<file path="config.mk">
export PLATFORM = sky130hd
export DESIGN_NAME = tl_arbiter_ctrl
export DESIGN_NICKNAME = d
export VERILOG_FILES = /design/src/rtl/tl_arbiter_ctrl.sv
export SDC_FILE = /design/constraint.sdc
export NUM_CORES = 1
export LEC_CHECK = 0
export CAP_MARGIN = 0
export CORE_ASPECT_RATIO = 0.75
export CORE_MARGIN = 2
export CORE_UTILIZATION = 34
export CTS_BUF_LIST = sky130_fd_sc_hd__clkbuf_2 sky130_fd_sc_hd__clkbuf_4 sky130_fd_sc_hd__clkbuf_8
export CTS_CLUSTER_DIAMETER = 50
export CTS_CLUSTER_SIZE = 25
export DETAILED_ROUTE_END_ITERATION = 7
export GPL_ROUTABILITY_DRIVEN = 1
export PLACE_DENSITY_LB_ADDON = 0.15
export SKIP_CTS_REPAIR_TIMING = 1
export SYNTH_ARGS = -nofsm -noshare
export SYNTH_HDL_FRONTEND = slang
export SYNTH_SLANG_ARGS = --single-unit
</file>
<file path="constraint.sdc">
create_clock -name clk -period 2.6 [get_ports clk]
set_clock_uncertainty 0.05 [all_clocks]
set_input_delay 0.26 -clock clk [delete_from_list [all_inputs] [get_ports clk]]
set_output_delay 0.26 -clock clk [all_outputs]
set_load 0.05 [all_outputs]
</file>
<file path="src/rtl/tl_arbiter_ctrl.sv">
// tl_arbiter_ctrl: sequences RESET/INIT/IDLE/ACTIVE, latches thresholds, arbitrates input FIFO pops into class-routed output pushes
module tl_arbiter_ctrl #(
  parameter int DW = 12,
  parameter int CLASS_LSB = 8,
  parameter int TW = 3,
  parameter int RR = 0
) (
  input  logic            clk,
  input  logic            reset,
  input  logic            init,
  input  logic [TW-1:0]   umbral_bajo_in,
  input  logic [TW-1:0]   umbral_alto_in,
  input  logic [3:0]      in_empty,
  input  logic [4*DW-1:0] in_data,
  input  logic [3:0]      out_almost_full,
  output logic [3:0]      in_pop,
  output logic [3:0]      out_push,
  output logic [DW-1:0]   out_data,
  output logic [TW-1:0]   umbral_bajo,
  output logic [TW-1:0]   umbral_alto,
  output logic [1:0]      state,
  output logic            idle
);
  typedef enum logic [1:0] {S_RESET, S_INIT, S_IDLE, S_ACTIVE} state_t;
  state_t st, st_nxt;
  logic [1:0] ptr, start, idx, gidx, cls;
  logic [3:0] elig;
  logic gnt;
  logic [DW-1:0] word;
  always_comb begin
    for (int i = 0; i < 4; i++)
      elig[i] = !in_empty[i] && !out_almost_full[in_data[i*DW+CLASS_LSB +: 2]];
  end
  // Scan from start+4 down to start+1 so the first eligible index after start wins
  always_comb begin
    start = (RR != 0) ? ptr : 2'd3;
    gnt = 1'b0;
    gidx = 2'd0;
    idx = 2'd0;
    for (int k = 4; k >= 1; k--) begin
      idx = start + 2'(k);
      if (elig[idx]) begin
        gnt = 1'b1;
        gidx = idx;
      end
    end
    gnt = gnt && (st == S_IDLE || st == S_ACTIVE) && !init;
    word = in_data[gidx*DW +: DW];
    cls = word[CLASS_LSB +: 2];
    in_pop = gnt ? 4'(1) << gidx : 4'b0;
    st_nxt = (st != S_RESET && init) ? S_INIT :
             (st == S_RESET)         ? (init ? S_INIT : S_IDLE) :
             (st == S_INIT)          ? S_IDLE :
             (gnt ? S_ACTIVE : S_IDLE);
  end
  always_ff @(posedge clk or negedge reset) begin
    if (!reset) begin
      st <= S_RESET;
      ptr <= 2'd3;
      out_push <= 4'b0;
      out_data <= '0;
      umbral_bajo <= '0;
      umbral_alto <= '0;
    end else begin
      st <= st_nxt;
      out_push <= gnt ? 4'(1) << cls : 4'b0;
      if (gnt) begin
        ptr <= gidx;
        out_data <= word;
      end
      if (st == S_INIT && init) begin
        umbral_bajo <= umbral_bajo_in;
        umbral_alto <= umbral_alto_in;
      end
    end
  end
  assign state = st;
  assign idle = (st == S_IDLE || st == S_INIT) && &in_empty && out_push == 4'b0;
endmodule

</file>
; Yosys cells after proc, flatten, opt, wreduce, memory -nomap -nowiden
; Cells that the tools add are included.
[op_classes]
shift = 3
n_reduce_logical = 25
order_cmp = 4
mux = 23
n_mul = 1
eq_ne = 3
[ops]
columns = op, count
row1 = $shiftx 48x7->12, 1
row2 = $mux 2, 7
row3 = $lt 2x3->1 const B, 4
row4 = $logic_and 1x1->1, 10
row5 = $mux 1, 10
row6 = $logic_not 1->1, 9
row7 = $bmux 1 s2, 4
row8 = $mux 4, 2
row9 = $shl 1x2->4 const A, 2
row10 = $eq 2x2->1 const B, 2
row11 = $logic_not 4->1, 1
row12 = $mul 2x2->4 const B, 1
row13 = $reduce_and 4->1, 1
row14 = $eq 2x1->1 const B, 1
row15 = $logic_not 2->1, 1
row16 = $logic_or 1x1->1, 2
row17 = $reduce_bool 2->1, 1
[totals]
regBits = 24
inputBits = 65
elab_cells = 64

; Longest topological paths before layout
[depth]
word_depth = 14
depth_mapped = 8
mapped_depth_nobuf = 8

; Worst setup path after synthesis
; No wires, ideal clock.
[synth_path]
path_type = register to output
startpoint = reg st[1], in the netlist state[1]
endpoint = out in_pop[2]
stages_incl_launch_ff = 6
t_arrival_ps = 2097
path_slack_ps = 193
path_cell_list = dfrtp_1 ha_1 o21ai_0 nor2_4 nand2_1 nor2_1
[synth_between]
elab_chain_len = 5
elab_cells_between_ends = 6
cone_classes = eq/ne: 2 / mux: 1 / reduce/logical: 3
[synth_lines]
columns = element, line_no
row1 = start: declaration, 25  ; state_t st, st_nxt;
row2 = start signal: assignment, 65  ; st <= st_nxt;
row3 = $eq 2x2->1, 47  ; gnt = gnt && (st == S_IDLE || st == S_ACTIVE) && !init;
row4 = $logic_or 1x1->1 *, 47
row5 = $logic_and 1x1->1 * (2 in a row), 47
row6 = $mux 4 *, 50  ; in_pop = gnt ? 4'(1) << gidx : 4'b0;
row7 = end: declaration, 16  ; output logic [3:0] in_pop,
; Every way passes the cells marked *; elsewhere a longest branch is shown, timed or not.

; Final worst setup path
[layout_path]
startpoint = in in_data[8]
endpoint = out in_pop[0]
[layout_between]
elab_chain_len = 8
elab_cells_between_ends = 10
cone_classes = shift: 1 / mux: 5 / reduce/logical: 4
[layout_lines]
columns = element, line_no
row1 = start: declaration, 14  ; input logic [4*DW-1:0] in_data,
row2 = $bmux 1 s2 *, 32  ; elig[i] = !in_empty[i] && !out_almost_full[in_data[i*DW+CLASS_LSB +: 2]];
row3 = $mux 1 (not written as such) *, 32
row4 = $logic_not 1->1 *, 32
row5 = $logic_and 1x1->1 *, 32
row6 = $mux 1, 42  ; if (elig[idx]) begin
row7 = $logic_and 1x1->1 (2 in a row), 47
row8 = $mux 4 *, 50
; Every way passes the cells marked *; elsewhere a longest branch is shown, timed or not. The select of a mux whose other input is x is not followed.

==> results.yml <==
critical_path:
  worst_ep_required_time_ns: 2.29
  critPathMaxStageDelay_ns: 0.55
  start_kind: "input pin"
  timing.critical_path.buf_inv: 3
  worst-endpoint-arrival_ns: 2.10
  setup.worst_path.end: "in_pop[0]"
  critical_path_cell_count: 6
  worstPathCellList: "clkdlybuf4s50_1 -> mux2i_1 -> a22o_1 -> nand2_1 -> inv_1 -> buf_12"
  worstReg2RegStart: "state[0]"
  cp-startpoint: "in_data[8]"
  slowest_stage: "sky130_fd_sc_hd__clkdlybuf4s50_1"
  reg2reg_depth: 7
  worst_reg_to_reg_setup_slack_ns: 0.62
  crit_path_end_kind: "primary output"
  reg2reg_to: "out_push[2]"
  timing.setup.critical_path_class: "in -> out"
  cp_top_family: "buffers and inverters"
  critPathMaxFanout: 6
synth:
  ys_seq_elements: 24
  synth_nets: 227
  ys_types: 41
  yosysWarnings: 0
  synth_largest_type_area_fraction: 0.363
  synthesis.area_per_instance_sq_um: 10.5
  asyncSetResetFlopFracSynth: 1.00
  synth_enable_flop_cells: 0
  synth-seq-area-share: 0.363
  syn-instance-count: 158
  synth_top_cell_by_area: "sky130_fd_sc_hd__dfrtp_1"
  synth_area_leaders: "sky130_fd_sc_hd__dfrtp_1, sky130_fd_sc_hd__mux2_2, sky130_fd_sc_hd__a22oi_1"
  synth.cell_area_sq_um: 1650
  synth-main-ff-cell: "sky130_fd_sc_hd__dfrtp_1"
grt:
  antenna_violations_before_repair: 0
  grt_max_degree: 25
  number_of_global_route_vias_before_repair: 1637
  wire_length_of_the_first_global_routing_pass_mm: 8.20
  grt_overflow: 0
  global_route.usage.total: 0.190
cts:
  clock_tree_buffer_depth: 2
  tritoncts: "yes"
  clk_root_buffer_cell: "sky130_fd_sc_hd__clkbuf_8"
  worst_setup_hold_path_clk_slew_ns: 0.09
  clock_network_latency_to_the_later_pin_of_the_worst_skew_pair_ns: 0.27
  cts_sinks: 24
  cts_max_level: 1
  cts_made_buffers: 3
layout:
  insertedDiodeCount: 0
  post_route_cells_drive_above_1_share: 0.155
  final_nets: 328
  syn_to_final_growth_pct: 65.5
  finish.utilization: 0.599
floorplanning:
  die_w_um: 84.5
  fp-row-count: 21
  design.core.area_sq_um: 4570
  starting_density_of_the_core: 0.362
  design.portCount: 94
  design.die.area_sq_um: 5440
  dieHeight_um: 64.4
placement:
  post-dp-hpwl_mm: 4.19
  dp_slack_ns: 0.174
  port_buffers: 93
  gp_congestion: 0.812
drt:
  initial_drc_count: 92
  detailroute.wirelength.met3_um: 334
  ant_nets: 0
  via_per_inst: 5.30
  drc: 0
  routedLengthMet1_mm: 2.69
  route.final.wire_length_mm: 5.13
  wl_met2_mm: 2.07
  routed.top_layer: "met4"
  first_pass_iters: 4
  routed_len_inst_um: 16.3
  via_count: 1669
sta:
  period_needed_ns: 2.41
  final_total_negative_setup_slack_ns: 0
  drv_slew: 0
  timing.final.hold_violations: 0
  grt_setup_unrepaired: "no"
  final-setup-viol-count: 0
  worst_slew_pin_slew_ns: 0.616
  achievable-frequency_mhz: 414
  worst_slack_ns: 0.185
  finalCritPeriodShare: 0.929
  timing.slew.headroom: 0.587
power_and_ir_drop:
  p_leak_nw: 1.08
  max-vdd-ir-drop_uv: 530
  total_power_mw: 1.67
  power_density_nw_per_um2: 609
status:
  run_status: "finished, final reports clean"
flow_run:
  maxCapViolations: 0
hold_path:
  worst_hold_path_type: "in -> async"
## routing by layer
layer / track usage / vias to the layer above
li1: - / 818
met1: 0.287 / 787
met2: 0.275 / 60
met3: 0.0426 / 4
met4: 0.0417 / 0
met5: 0 / -
## worst reg2reg max path, cell delays in order (launching register included)
cell and delay (ns):
sky130_fd_sc_hd__dfrtp_1 0.42, sky130_fd_sc_hd__inv_1 0.10, sky130_fd_sc_hd__ha_1 0.17, sky130_fd_sc_hd__nor2_1 0.06
sky130_fd_sc_hd__nor2_1 0.37, sky130_fd_sc_hd__o41ai_4 0.20, sky130_fd_sc_hd__o32a_1 0.40, sky130_fd_sc_hd__nor2b_1 0.13
## worst min-delay path by stage
stage                         startpoint  slack, ns        endpoint  cells after the start
after floorplan                    reset      -0.09     out_data[0]                      0
after global placement    umbral_alto[1]       0.43  umbral_alto[1]                      1
after detailed placement    out_data[11]       0.44    out_data[11]                      2
after CTS                          reset       0.31        state[1]                      2
after global routing               reset       0.33        state[1]                      2
final                              reset       0.29        state[1]                      2
## layout by cell type (no fill, tap or decap), types with 2 or more instances in the layout
| cell type | n |
|---|---|
| sky130_fd_sc_hd__clkdlybuf4s50_1 | 89 |
| sky130_fd_sc_hd__nor2b_1 | 3 |
| sky130_fd_sc_hd__a22oi_1 | 9 |
| sky130_fd_sc_hd__nor3_2 | 2 |
| sky130_fd_sc_hd__inv_1 | 6 |
| sky130_fd_sc_hd__ha_1 | 4 |
| sky130_fd_sc_hd__dfrtp_1 | 24 |
| sky130_fd_sc_hd__mux2_2 | 9 |
| sky130_fd_sc_hd__a221oi_1 | 4 |
| sky130_fd_sc_hd__o221ai_1 | 6 |
| sky130_fd_sc_hd__and2_1 | 4 |
| sky130_fd_sc_hd__buf_4 | 8 |
| sky130_fd_sc_hd__mux2i_1 | 5 |
| sky130_fd_sc_hd__o21ai_1 | 5 |
| sky130_fd_sc_hd__clkbuf_8 | 4 |
| sky130_fd_sc_hd__o2bb2ai_2 | 2 |
| sky130_fd_sc_hd__nand3_1 | 2 |
| sky130_fd_sc_hd__nor4_1 | 2 |
| sky130_fd_sc_hd__a32oi_1 | 2 |
| sky130_fd_sc_hd__nand2b_1 | 2 |
| sky130_fd_sc_hd__o21ai_0 | 5 |
| sky130_fd_sc_hd__buf_12 | 2 |
| sky130_fd_sc_hd__nor2_1 | 16 |
| sky130_fd_sc_hd__nand2_1 | 16 |
| sky130_fd_sc_hd__o22ai_1 | 5 |
| sky130_fd_sc_hd__a2bb2oi_4 | 2 |
| sky130_fd_sc_hd__a31oi_1 | 3 |
## cells in the mapped netlist (2+ instances only)
| library cell | number |
|---|---|
| sky130_fd_sc_hd__a31oi_1 | 3 |
| sky130_fd_sc_hd__a22oi_1 | 9 |
| sky130_fd_sc_hd__a2bb2oi_4 | 2 |
| sky130_fd_sc_hd__nand2_1 | 16 |
| sky130_fd_sc_hd__o2bb2ai_2 | 2 |
| sky130_fd_sc_hd__nand2b_1 | 2 |
| sky130_fd_sc_hd__o221ai_1 | 6 |
| sky130_fd_sc_hd__mux2_2 | 9 |
| sky130_fd_sc_hd__a221oi_1 | 4 |
| sky130_fd_sc_hd__inv_1 | 6 |
| sky130_fd_sc_hd__o22ai_1 | 5 |
| sky130_fd_sc_hd__nand3_1 | 2 |
| sky130_fd_sc_hd__o21ai_0 | 6 |
| sky130_fd_sc_hd__buf_6 | 3 |
| sky130_fd_sc_hd__nor2b_1 | 3 |
| sky130_fd_sc_hd__a32oi_1 | 2 |
| sky130_fd_sc_hd__o21ai_1 | 4 |
| sky130_fd_sc_hd__nor2_1 | 16 |
| sky130_fd_sc_hd__ha_1 | 4 |
| sky130_fd_sc_hd__nor4_1 | 2 |
| sky130_fd_sc_hd__nor3_2 | 2 |
| sky130_fd_sc_hd__mux2i_1 | 5 |
| sky130_fd_sc_hd__dfrtp_1 | 24 |
| sky130_fd_sc_hd__and2_1 | 4 |
## per-stage QoR
stage | cells | cell area, sq um | hold WS, ns
final | 315 | 2740 | 0.291
after global routing | 315 | 2740 | 0.331
after CTS | 315 | 2740 | 0.307
after detailed placement | 311 | 2680 | 0.441
after global placement | 311 | 2680 | 0.434
after floorplan | 158 | 1650 | -0.0856
## registers in the layout, indices dropped and copies added (netlist names)
signal,flops
out_data,12
out_push,4
umbral_alto,3
umbral_bajo,3
state,2
## report_power, final
part / total [mW] / leakage (nW) / switching, mW / internal (mW)
clock: 0.258 / 0.0288 / 0.123 / 0.135
sequential: 0.510 / 0.295 / 0.0508 / 0.459
combinational: 0.898 / 0.760 / 0.535 / 0.364
## cells by family (layout without fill, tap and decap cells)
group | after synthesis | in the layout | synth area share
compound gates | 55 | 55 | 0.315
fa+ha+maj | 4 | 4 | 0.0303
buf+inv | 9 | 109 | 0.0340
flops | 24 | 24 | 0.363
mux | 16 | 16 | 0.109
simple gates | 50 | 50 | 0.149
## final cells by class
class | count | area [sq um]
Fill cell | 405 | 1830
Multi-Input combinational cell | 125 | 997
Timing Repair Buffer | 99 | 991
Sequential cell | 24 | 601
Tap cell | 57 | 71.3
Clock buffer | 4 | 55.1
Inverter | 6 | 22.5
No activity file was read; power rests on OpenSTA's default activity.
